==> src/rtl/inst_fetch_queue.sv <==
// Fetch-side queue: issues sequential fetch requests under a credit limit, buffers
// in-order responses and presents {instr, pc} to decode; redirects flush and discard.
module inst_fetch_queue #(
    parameter int unsigned DEPTH    = 4,
    parameter logic [31:0] RESET_PC = 32'hbfc00000
) (
    input  logic        clk,
    input  logic        rst,
    output logic        req_valid,
    input  logic        req_ready,
    output logic [31:0] req_addr,
    input  logic        resp_valid,
    input  logic [31:0] resp_instr,
    input  logic        redirect,
    input  logic [31:0] redirect_pc,
    output logic [31:0] instrD,
    output logic [31:0] pcD,
    output logic        validD,
    input  logic        stallD
);
    localparam int unsigned PW = (DEPTH > 1) ? $clog2(DEPTH) : 1;
    localparam int unsigned CW = $clog2(DEPTH) + 1;

    logic [31:0]   fetch_pc_q, fetch_pc_d;
    logic [31:0]   expect_pc_q, expect_pc_d;
    logic [CW-1:0] count_q, count_d;
    logic [CW-1:0] outstanding_q, outstanding_d;
    logic [CW-1:0] discard_q, discard_d;
    logic [PW-1:0] head_q, head_d;
    logic [PW-1:0] tail_q, tail_d;
    logic          started_q;

    logic [31:0]   instr_mem_q [DEPTH];
    logic [31:0]   pc_mem_q    [DEPTH];

    logic [CW+1:0] inflight_s;
    logic          credit_s;
    logic          accept_s;
    logic          pop_s;
    logic          push_s;
    logic          drop_s;
    logic          nonempty_s;
    logic [CW-1:0] redir_sum_s;
    logic [CW-1:0] redir_discard_s;

    // Entries, live requests and to-be-dropped requests all share the DEPTH credit pool,
    // which is what guarantees a push always finds a free slot.
    assign inflight_s = {2'b00, count_q} + {2'b00, outstanding_q} + {2'b00, discard_q};
    assign credit_s   = (inflight_s < (CW+2)'(DEPTH));
    assign nonempty_s = (count_q != {CW{1'b0}});

    // started_q holds req_valid low until the first clock edge after reset release
    assign req_valid  = started_q & ~redirect & credit_s;
    assign req_addr   = fetch_pc_q;
    assign accept_s   = req_valid & req_ready;

    assign validD     = nonempty_s & ~redirect;
    assign pop_s      = validD & ~stallD;
    assign instrD     = nonempty_s ? instr_mem_q[head_q] : 32'h0000_0000;
    assign pcD        = nonempty_s ? pc_mem_q[head_q]    : 32'h0000_0000;

    assign drop_s     = resp_valid & (discard_q != {CW{1'b0}});
    assign push_s     = resp_valid & ~drop_s & (outstanding_q != {CW{1'b0}}) & ~redirect;
    assign redir_sum_s = discard_q + outstanding_q;

    // Discard count after a redirect; a response landing in the redirect cycle is consumed
    always_comb begin
        redir_discard_s = redir_sum_s;
        if (resp_valid && (redir_sum_s != {CW{1'b0}})) begin
            redir_discard_s = redir_sum_s - CW'(1'b1);
        end else begin
            redir_discard_s = redir_sum_s;
        end
    end

    // Next-state logic: redirect overrides request accept, response push and pop
    always_comb begin
        fetch_pc_d    = fetch_pc_q;
        expect_pc_d   = expect_pc_q;
        count_d       = count_q;
        outstanding_d = outstanding_q;
        discard_d     = discard_q;
        head_d        = head_q;
        tail_d        = tail_q;
        if (redirect) begin
            fetch_pc_d    = redirect_pc;
            expect_pc_d   = redirect_pc;
            count_d       = {CW{1'b0}};
            head_d        = tail_q;
            tail_d        = tail_q;
            outstanding_d = {CW{1'b0}};
            discard_d     = redir_discard_s;
        end else begin
            if (accept_s) begin
                fetch_pc_d = fetch_pc_q + 32'd4;
            end else begin
                fetch_pc_d = fetch_pc_q;
            end
            if (push_s) begin
                tail_d      = tail_q + PW'(1'b1);
                expect_pc_d = expect_pc_q + 32'd4;
            end else begin
                tail_d      = tail_q;
                expect_pc_d = expect_pc_q;
            end
            if (pop_s) begin
                head_d = head_q + PW'(1'b1);
            end else begin
                head_d = head_q;
            end
            outstanding_d = outstanding_q + CW'(accept_s) - CW'(push_s);
            discard_d     = discard_q - CW'(drop_s);
            count_d       = count_q + CW'(push_s) - CW'(pop_s);
        end
    end

    // Control state registers
    always_ff @(posedge clk or posedge rst) begin
        if (rst) begin
            fetch_pc_q    <= RESET_PC;
            expect_pc_q   <= RESET_PC;
            count_q       <= {CW{1'b0}};
            outstanding_q <= {CW{1'b0}};
            discard_q     <= {CW{1'b0}};
            head_q        <= {PW{1'b0}};
            tail_q        <= {PW{1'b0}};
            started_q     <= 1'b0;
        end else begin
            fetch_pc_q    <= fetch_pc_d;
            expect_pc_q   <= expect_pc_d;
            count_q       <= count_d;
            outstanding_q <= outstanding_d;
            discard_q     <= discard_d;
            head_q        <= head_d;
            tail_q        <= tail_d;
            started_q     <= 1'b1;
        end
    end

    // Queue storage; contents are only observed while count is non-zero
    always_ff @(posedge clk) begin
        if (push_s) begin
            instr_mem_q[tail_q] <= resp_instr;
            pc_mem_q[tail_q]    <= expect_pc_q;
        end
    end

endmodule

==> config.mk <==
export PLATFORM = sky130hd
export DESIGN_NAME = inst_fetch_queue
export DESIGN_NICKNAME = d
export VERILOG_FILES = /design/src/rtl/inst_fetch_queue.sv
export SDC_FILE = /design/constraint.sdc
export NUM_CORES = 1
export LEC_CHECK = 0
export ABC_AREA = 1
export CELL_PAD_IN_SITES_DETAIL_PLACEMENT = 1
export CELL_PAD_IN_SITES_GLOBAL_PLACEMENT = 2
export CORE_UTILIZATION = 36
export DETAILED_ROUTE_END_ITERATION = 10
export PLACE_DENSITY = 0.9
export SETUP_SLACK_MARGIN = 0.5
export SLEW_MARGIN = 20
export SYNTH_ARGS = -nofsm -noshare
export SYNTH_HDL_FRONTEND = slang
export SYNTH_SLANG_ARGS = --single-unit
==> constraint.sdc <==
create_clock -name clk -period 5.61 [get_ports clk]
set_input_delay 1.4025 -clock clk [delete_from_list [all_inputs] [get_ports clk]]
set_output_delay 1.4025 -clock clk [all_outputs]
set_load 0.1 [all_outputs]
==> results.ini, run 1 <==
[worst_setup_path]
r2r_cells = 13
setup.worst_path.class = reg2out
path_buf_inv = 2
cp_slowest_cell = dfrtp_4
crit_path_max_fanout = 78
cp.required_ns = 4.21
start_kind = flop
worst-endpoint-arrival_ns = 3.18
crit_family = buffers and inverters
reg2reg_to = outstanding_q[2]
max_stage_delay_ns = 0.80
reg2reg_slack_ns = 1.68
cp_cell_sequence = buf_4 > nor2_1 > nor2_1 > o21ai_0 > a21oi_1 > buf_4
cp-end-kind = primary output
timing.rr.start = outstanding_q[1]

[grt]
grt_pass1_wl_mm = 70.1
grt_use_total = 0.205
grt_pass1_vias = 12555
grt_max_degree = 79
grt-ovfl-total = 0
antenna_found_initial = 1

[route]
first_iter_violations = 681
wire_per_inst_um = 19.6
vias_per_cell = 5.17
vias = 11863
drc_errors = 0
dr.pass1.iters = 4
antenna_left = 0
drt_wl_total_mm = 44.8

[clock_network]
htreeDepth = 2
clock-sinks = 334
cts_max_path_buffers = 3
post_cts_buffers = 0
cts_root_buf = clkbuf_16
cts_tree = done
ctsResizeCount = 0
hold_buffers = 0
clk_latency_ns = 0.53
numCtsBuffers = 38
clk_pin_slew_ns = 0.06

[layout]
layout-drive-gt1-share = 0.120
area_delta_synth_final_pct = 21.4
num-nets-final = 1819

[sta]
worst_pin_slew_ns = 1.05
fmax_ghz = 0.218
clock_skew_ns = 0.0174
setup_violations = 0
final.setup.tns_ns = 0
relSlewSlack = 0.300
min_period_ns = 4.58
fin_hold_ws_ns = 0.498
hold_viol_final = 0
fin_crit_sh = 0.816
finalMaxSlewViolations = 0
rsz0062_at_grt = false
setup_slack_ns = 1.03

[worst_hold_path]
hp-start = req_addr[1]
whs_endpoint = req_addr[1]
min_delay_path_depth = 2
hold_class = reg2reg

[floorplanning]
rows = 75
initial_utilization = 0.367
pin_count = 168
core_um2 = 42200
die_w_um = 210
die_h_um = 210
die_area_um2 = 43900

[power]
intPower_uw = 5390
power.total_uw = 10400
swShare = 0.483
p_switching_uw = 5040
p_per_area_nw_per_um2 = 554
p_comb_frac = 0.460
power_frac_seq = 0.296
clock_power_share = 0.244
p_leak_uw = 0.00725
vdd_drop_max_mv = 0.326

[place]
io_buffers = 167
place_ws_ns = 1.47
dp_hpwl_mm = 28.9
routabilityCongestion = 0.838

[synthesis]
ys_ff_latch = 334
syn_area_um2 = 15500
ys_seq_area_frac = 0.623
postSynthAreaPerCell_um2 = 9.86
synthCells = 1573
ys_warn_count = 0
synth_cell_types = 42
syn_nets = 1666

[job]
drv_cap = 0

[run_status]
status = completed

-- stage by stage --
step           cells  cell area [µm²]   util
4_1_cts         2292            18800  0.446
6_report        2293            18800  0.446
2_1_floorplan   1573            15500      -
3_3_place_gp    2225            17500  0.415
3_5_place_dp    2225            17500  0.415
5_1_grt         2292            18800  0.446
-- sequential cells by signal, summed over array words and instances, names as in the netlist --
signal and flops:
tail_q 2, pc_mem_q 128, expect_pc_q 32, discard_q 3
count_q 3, head_q 2, req_addr 32, outstanding_q 3
started_q 1, instr_mem_q 128
-- worst min-delay path: cells and delay by family (launching register included) --
kind,cells,cell delay [ns]
flops,1,0.36
simple gates,2,0.11
-- power groups by stage --
stage                     sequential, µW  clock, µW  combinational, µW
after global placement              3120          0               4720
after detailed placement            3130          0               4810
after global routing                3120       2680               5100
final                               3090       2540               4800
after CTS                           3090       2600               4850
after floorplan                     3400          0               3350
-- layer usage --
layer | up-vias | global-route usage | wire, µm
met5 | - | 0 | 0
met4 | 0 | 0.0544 | 980
met3 | 71 | 0.0293 | 2170
met2 | 295 | 0.355 | 21900
met1 | 5931 | 0.271 | 19800
li1 | 5566 | - | -
-- area by class of cell --
class	count	area [µm²]
repair buffers	181	1640
diodes	1	2.50
clock buffers	44	995
multi-input cells	1057	5120
clock inverters	23	284
fillers	4768	23400
well taps	539	674
flip-flops and latches	334	9670
inverters	114	435
-- synth_stat cells (all sizes together) --
cell	count	area share
a211oi	1	0.0013
a21boi	1	0.00048
a21oi	71	0.023
a22oi	1	0.00048
a31oi	2	0.00081
and2	1	0.00040
buf	45	0.015
clkbuf	23	0.0056
conb	1	0.00024
dfrtp	60	0.097
dfstp	18	0.030
edfxtp	256	0.50
fa	6	0.0077
ha	17	0.014
inv	114	0.028
nand2	294	0.073
nand3	82	0.030
nand3b	7	0.0034
nand4	11	0.0044
nor2	344	0.087
nor3	11	0.0045
nor3b	1	0.00048
o211ai	7	0.0034
o21a	3	0.0015
o21ai	158	0.051
o21bai	5	0.0024
or2	1	0.00040
xnor2	10	0.0056
xor2	22	0.012
-- logic make-up after synthesis --
family          after synthesis  synth area share
simple gates                752             0.204
flops                       334             0.623
other cells                   1          0.000242
fa+ha+maj                    23            0.0215
xor+xnor                     32            0.0181
compound gates              249            0.0844
buf+inv                     182            0.0490
-- layout by cell type (no fill, tap or decap), types with 58 or more instances in the layout --
| cell type | synthesis | layout |
|---|---|---|
| a21oi_1 | 71 | 71 |
| buf_4 | 0 | 77 |
| clkdlybuf4s50_1 | 0 | 100 |
| dfrtp_1 | 60 | 58 |
| edfxtp_1 | 256 | 256 |
| inv_1 | 109 | 106 |
| nand2_1 | 283 | 283 |
| nand3_1 | 71 | 71 |
| nor2_1 | 330 | 325 |
| o21ai_0 | 155 | 155 |
-- worst max path at each step --
stage,startpoint,to,slack [ns],cells past startpoint
after floorplan,redirect,instr_mem_q[0][0],0.50,5
after global placement,redirect,outstanding_q[2],1.54,12
after detailed placement,resp_valid,instr_mem_q[0][24],1.47,8
after CTS,head_q[0],pcD[10],0.98,6
after global routing,head_q[0],pcD[9],0.82,6
final,head_q[0],pcD[8],1.03,6
(Power assumes the default switching activity.)
==> inputs of run 2 (changes only) <==
==> constraint.sdc (replaced) <==
create_clock -name clk -period 4.4 [get_ports clk]
set_input_delay 1.1 -clock clk [delete_from_list [all_inputs] [get_ports clk]]
set_output_delay 1.1 -clock clk [all_outputs]
set_load 0.1 [all_outputs]
==> results.ini, run 2 (same netlist as run 1, synthesis figures left out) <==
[run_status]
status = completed  ; unchanged

[clock_network]
htreeDepth = 2  ; unchanged
numCtsBuffers = 37  ; was 38
cts_root_buf = clkbuf_16  ; unchanged
clock-sinks = 334  ; unchanged
clk_pin_slew_ns = 0.06  ; about the same
cts_tree = done  ; unchanged
hold_buffers = 0  ; unchanged
clk_latency_ns = 0.55  ; was 0.53 ns
cts_max_path_buffers = 3  ; unchanged

[power]
p_per_area_nw_per_um2 = 720  ; was 554 nW/µm²
vdd_drop_max_mv = 0.450  ; was 0.326 mV
p_comb_frac = 0.508  ; was 0.460
intPower_uw = 7600  ; was 5390 µW
p_switching_uw = 6630  ; was 5040 µW
power_frac_seq = 0.272  ; was 0.296
clock_power_share = 0.219  ; was 0.244
swShare = 0.466  ; was 0.483
p_leak_uw = 0.00749  ; was 0.00725 µW

[worst_setup_path]
worst-endpoint-arrival_ns = 2.69  ; was 3.18 ns
reg2reg_slack_ns = 1.16  ; was 1.68 ns
r2r_cells = 14  ; was 13
cp.required_ns = 3.30  ; was 4.21 ns
setup.worst_path.class = reg2out  ; unchanged
cp-end-kind = primary output  ; unchanged
timing.rr.start = count_q[1]  ; was outstanding_q[1]
start_kind = flop  ; unchanged
reg2reg_to = outstanding_q[2]  ; unchanged
crit_path_max_fanout = 2  ; was 78

[floorplanning]
initial_utilization = 0.367  ; unchanged
die_h_um = 210  ; unchanged
core_um2 = 42200  ; unchanged
die_w_um = 210  ; unchanged
pin_count = 168  ; unchanged
rows = 75  ; unchanged
die_area_um2 = 43900  ; unchanged

[place]
place_ws_ns = 0.833  ; was 1.47 ns
routabilityCongestion = 0.790  ; was 0.838
placed_cells = 2233  ; was 2225
io_buffers = 167  ; unchanged
dp_hpwl_mm = 29.6  ; was 28.9 mm

[sta]
worst_pin_slew_ns = 1.01  ; was 1.05 ns
setup_slack_ns = 0.610  ; was 1.03 ns
rsz0062_at_grt = false  ; unchanged
fmax_ghz = 0.264
hold_viol_final = 0  ; unchanged
min_period_ns = 3.79
clock_skew_ns = 0.0198  ; was 0.0174 ns
relSlewSlack = 0.325  ; was 0.300
finalMaxSlewViolations = 0  ; unchanged
fin_crit_sh = 0.861
setup_violations = 0  ; unchanged

[route]
vias_per_cell = 5.13  ; was 5.17
antenna_left = 0  ; unchanged
wire_per_inst_um = 19.5  ; was 19.6 µm
vias = 11835  ; was 11.9k
drc_errors = 0  ; unchanged
dr.pass1.iters = 6  ; was 4
drt_wl_total_mm = 45.0  ; was 44.8 mm
first_iter_violations = 711  ; was 681

[grt]
grt_use_total = 0.210  ; was 0.205
grt_max_degree = 83  ; was 79
grt_pass1_wl_mm = 71.0  ; was 70.1 mm
antenna_found_initial = 0  ; was 1
grt-ovfl-total = 0  ; unchanged
grt_pass1_vias = 12747  ; was 12.6k

[worst_hold_path]
hold_class = reg2reg  ; unchanged
hp-start = req_addr[0]  ; was req_addr[1]
whs_endpoint = req_addr[0]  ; was req_addr[1]
min_delay_path_depth = 2  ; unchanged

[layout]
n_fill_cell = 4601  ; was 4768
num-nets-final = 1834  ; was 1819
area_delta_synth_final_pct = 27.4  ; was 21.4%
layout-drive-gt1-share = 0.132  ; was 0.120
largestRegisters = instr_mem_q (128), pc_mem_q (128)  ; unchanged
antenna_cells = 0  ; was 1
stdcell_count = 2306  ; was 2293
final_cell_mix = nor2_1, nand2_1, edfxtp_1  ; unchanged
final_common_cell = nor2_1  ; unchanged

[job]
drv_cap = 0  ; unchanged

-- run 2: cell types whose count changed in the layout (fill, tap and decap cells not counted), sizes merged --
cell / before / now
diode: 1 / 0
clkinv: 17 / 10
buf: 81 / 97
clkbuf: 44 / 48
clkinvlp: 2 / 3
bufinv: 6 / 4
inv: 112 / 114
-- run 2: worst max path at each step --
| stage | startpoint | end | cells past startpoint |
|---|---|---|---|
| after floorplan | redirect | instr_mem_q[0][0] | 5 |
| after global placement | outstanding_q[1] | req_valid | 8 |
| after detailed placement | outstanding_q[1] | req_valid | 8 |
| after CTS | discard_q[1] | req_valid | 8 |
| after global routing | outstanding_q[2] | req_valid | 8 |
| final | count_q[1] | req_valid | 8 |
-- run 2: layout make-up --
class	count	area, µm²	share of cell area
Clock buffer	48	997	0.0505
Timing Repair Buffer	197	2640	0.134
Clock inverter	17	209	0.0106
Multi-Input combinational cell	1057	5130	0.260
Inverter	114	435	0.0220
Sequential cell	334	9670	0.489
Tap cell	539	674	0.0341
-- run 2: power groups by stage --
stage / Sequential, µW / Clock [µW] / Combinational (µW)
floorplan: 4340 / 0 / 4270
finish: 3870 / 3120 / 7230
global route: 3910 / 3300 / 7630
global placement: 3920 / 0 / 7090
detailed placement: 3930 / 0 / 7210
CTS: 3880 / 3180 / 7270
-- run 2: per-stage QoR --
step	utilization	setup TNS [ns]	hold WS, ns	total power [µW]	area, µm²
3_5_place_dp	0.438	0	0.478	11100	18500
4_1_cts	0.467	0	0.491	14300	19700
3_3_place_gp	0.438	0	0.461	11000	18500
6_report	0.468	0	0.481	14200	19800
5_1_grt	0.468	0	0.510	14800	19800
2_1_floorplan	-	-104.27	0.476	8600	15500
-- run 2: critical path, stage by stage (launching register included) --
cell and delay [ns]:
dfrtp_1 0.40, inv_2 0.09, fa_1 0.45, a21oi_2 0.16, fa_2 0.48, a211oi_4 0.21
nand2_2 0.11, inv_2 0.08, buf_12 0.17
-- run 2: timing repair --
item / 4_1_cts / 5_1_grt
resized for setup: 6 / 3
pin swaps: 4 / 3
setup buffers: 3 / 5
endpoints found under the setup margin: 1 / 13
-- run 2: layer usage --
layer | global-route usage | vias to the layer above | part of all wire
li1 | - | 5586 | -
met1 | 0.276 | 5936 | 0.45
met2 | 0.359 | 257 | 0.49
met3 | 0.0290 | 56 | 0.041
met4 | 0.0632 | 0 | 0.022
met5 | 0 | - | 0
==> inputs of run 3 (changes only) <==
--- a/config.mk
+++ b/config.mk
@@ -10,7 +10,7 @@
 export CELL_PAD_IN_SITES_GLOBAL_PLACEMENT = 2
 export CORE_UTILIZATION = 36
 export DETAILED_ROUTE_END_ITERATION = 10
-export PLACE_DENSITY = 0.9
+export PLACE_DENSITY_LB_ADDON = 0.1
 export SETUP_SLACK_MARGIN = 0.5
 export SLEW_MARGIN = 20
 export SYNTH_ARGS = -nofsm -noshare
==> results.ini, run 3 (same netlist as run 1, synthesis figures left out) <==
[route]
dr.pass1.iters = 5  ; was 6
antenna_left = 0  ; unchanged
first_iter_violations = 524  ; was 711
wire_per_inst_um = 18.8  ; was 19.5 µm
vias_per_cell = 4.97  ; was 5.13
vias = 11507  ; was 11.8k
drt_wl_total_mm = 43.4  ; was 45.0 mm
drc_errors = 0  ; unchanged

[layout]
num-nets-final = 1835  ; was 1834
largestRegisters = instr_mem_q (128), pc_mem_q (128)  ; unchanged
antenna_cells = 0  ; unchanged
final_common_cell = nor2_1  ; unchanged
n_fill_cell = 4626  ; was 4601
stdcell_count = 2313  ; was 2306
layout-drive-gt1-share = 0.132  ; about the same
area_delta_synth_final_pct = 27.7  ; was 27.4%
multi_input_area_um2 = 5130  ; unchanged
final_cell_mix = nor2_1, nand2_1, edfxtp_1  ; unchanged
seq_area_um2 = 9670  ; unchanged

[worst_setup_path]
timing.rr.start = count_q[1]  ; unchanged
crit_path_start = count_q[1]  ; unchanged
cp_cell_sequence = inv_2 > fa_1 > a21oi_2 > fa_2 > a211oi_4 > nand2_2 > inv_2 > buf_12  ; unchanged
cp_slowest_cell = fa_2  ; unchanged
r2r_cells = 14  ; unchanged
crit_path_max_fanout = 3  ; was 2
cpMostUsedCell = inv_2  ; unchanged
cp.required_ns = 3.30  ; about the same
start_kind = flop  ; unchanged
setup.worst_path.class = reg2out  ; unchanged
worst-endpoint-arrival_ns = 2.68  ; was 2.69 ns
max_stage_delay_ns = 0.47  ; was 0.48 ns
reg2reg_slack_ns = 1.15  ; was 1.16 ns
endpoint = req_valid  ; unchanged
cp-end-kind = primary output  ; unchanged
reg2reg_to = outstanding_q[2]  ; unchanged

[clock_network]
cts_tree = done  ; unchanged
cts_root_buf = clkbuf_16  ; unchanged
clk_pin_slew_ns = 0.05  ; was 0.06 ns
cts_max_path_buffers = 3  ; unchanged
clk_latency_ns = 0.56  ; was 0.55 ns
numCtsBuffers = 40  ; was 37
hold_buffers = 0  ; unchanged
clock-sinks = 334  ; unchanged
htreeDepth = 2  ; unchanged

[power]
swShare = 0.462  ; was 0.466
power_frac_seq = 0.270  ; was 0.272
p_per_area_nw_per_um2 = 721  ; was 720 nW/µm²
power.total_uw = 14300  ; was 14200 µW
intPower_uw = 7690  ; was 7600 µW
clock_power_share = 0.227  ; was 0.219
p_comb_frac = 0.503  ; was 0.508
p_switching_uw = 6600  ; was 6630 µW
vdd_drop_max_mv = 0.372  ; was 0.450 mV
p_leak_uw = 0.00753  ; was 0.00749 µW

[floorplanning]
core_um2 = 42200  ; unchanged
die_h_um = 210  ; unchanged
die_area_um2 = 43900  ; unchanged
initial_utilization = 0.367  ; unchanged
pin_count = 168  ; unchanged
die_w_um = 210  ; unchanged
rows = 75  ; unchanged

[grt]
grt_max_degree = 130  ; was 83
grt-ovfl-total = 0  ; unchanged
grt_pass1_vias = 12270  ; was 12.7k
grt_pass1_wl_mm = 68.5  ; was 71.0 mm
antenna_found_initial = 0  ; unchanged
grt_use_total = 0.202  ; was 0.210

[sta]
rsz0062_at_grt = true  ; was false
clock_skew_ns = 0.0187  ; was 0.0198 ns
fin_hold_ws_ns = 0.478  ; was 0.481 ns
fin_crit_sh = 0.859  ; was 0.861
min_period_ns = 3.78  ; was 3.79 ns
relSlewSlack = 0.329  ; was 0.325
worst_pin_slew_ns = 1.00  ; was 1.01 ns
finalMaxSlewViolations = 0  ; unchanged
setup_violations = 0  ; unchanged
setup_slack_ns = 0.619  ; was 0.610 ns
fmax_ghz = 0.265  ; was 0.264 GHz
final.setup.tns_ns = 0  ; unchanged
hold_viol_final = 0  ; unchanged

[place]
io_buffers = 167  ; unchanged
dp_hpwl_mm = 27.9  ; was 29.6 mm
place_ws_ns = 0.909  ; was 0.833 ns
placed_cells = 2231  ; was 2233
routabilityCongestion = 0.781  ; was 0.790

[run_status]
status = completed  ; unchanged

[worst_hold_path]
hold_class = reg2reg  ; unchanged

[job]
drv_cap = 0  ; unchanged

-- run 3: changes by cell type in the layout (fill, tap and decap cells not counted), sizes merged --
cell      before  now
clkbuf        48   51
inv          114  115
buf           97   95
clkinv        10   18
clkinvlp       3    0
-- run 3: worst min path at each step --
stage	endpoint	start	cells after the start
after floorplan	pc_mem_q[0][0]	expect_pc_q[0]	0
after detailed placement	req_addr[0]	req_addr[0]	2
after CTS	req_addr[0]	req_addr[0]	2
final	req_addr[0]	req_addr[0]	2
after global placement	req_addr[1]	req_addr[1]	2
after global routing	req_addr[0]	req_addr[0]	2
-- run 3: layer usage --
metal	GRT usage	part of all wire	vias to the layer above	routed length, µm
met3	0.0272	0.032	64	1400
met5	0	0	-	0
li1	-	-	5599	-
met2	0.353	0.49	182	21400
met1	0.260	0.45	5662	19600
met4	0.0654	0.025	0	1090
-- run 3: power groups by stage --
stage	sequential, µW	clock, µW	combinational, µW
final	3860	3240	7190
after detailed placement	3930	0	7220
after global placement	3920	0	7150
after floorplan	4340	0	4270
after CTS	3870	3320	7270
after global routing	3890	3430	7630
-- run 3: what timing repair did --
item                       in CTS  in global routing
setup endpoints to repair       1                  1
pin swaps                       2                  4
buffers inserted                3                  5
resized for setup               5                  2
-- run 3: layout make-up --
| class | count | share of cell area |
|---|---|---|
| tap | 539 | 0.0340 |
| clock buffer | 51 | 0.0526 |
| multi-input combinational | 1057 | 0.259 |
| inverter | 114 | 0.0220 |
| timing repair buffer | 195 | 0.132 |
| clock inverter | 23 | 0.0122 |
| sequential | 334 | 0.488 |
-- run 3: metrics by stage --
| step | utilization | instance area (µm²) |
|---|---|---|
| floorplan | - | 15500 |
| global placement | 0.437 | 18500 |
| detailed placement | 0.437 | 18500 |
| CTS | 0.468 | 19800 |
| global route | 0.469 | 19800 |
| finish | 0.469 | 19800 |
-- run 3: worst max-delay path: cells and delay by family, from the launching register on --
kind	cells	cell delay, ns
AND/OR/NAND/NOR	1	0.09
flip-flops	1	0.41
AO/OA/AOI/OAI	2	0.39
adder cells (fa/ha/maj)	2	0.92
buffers and inverters	3	0.33
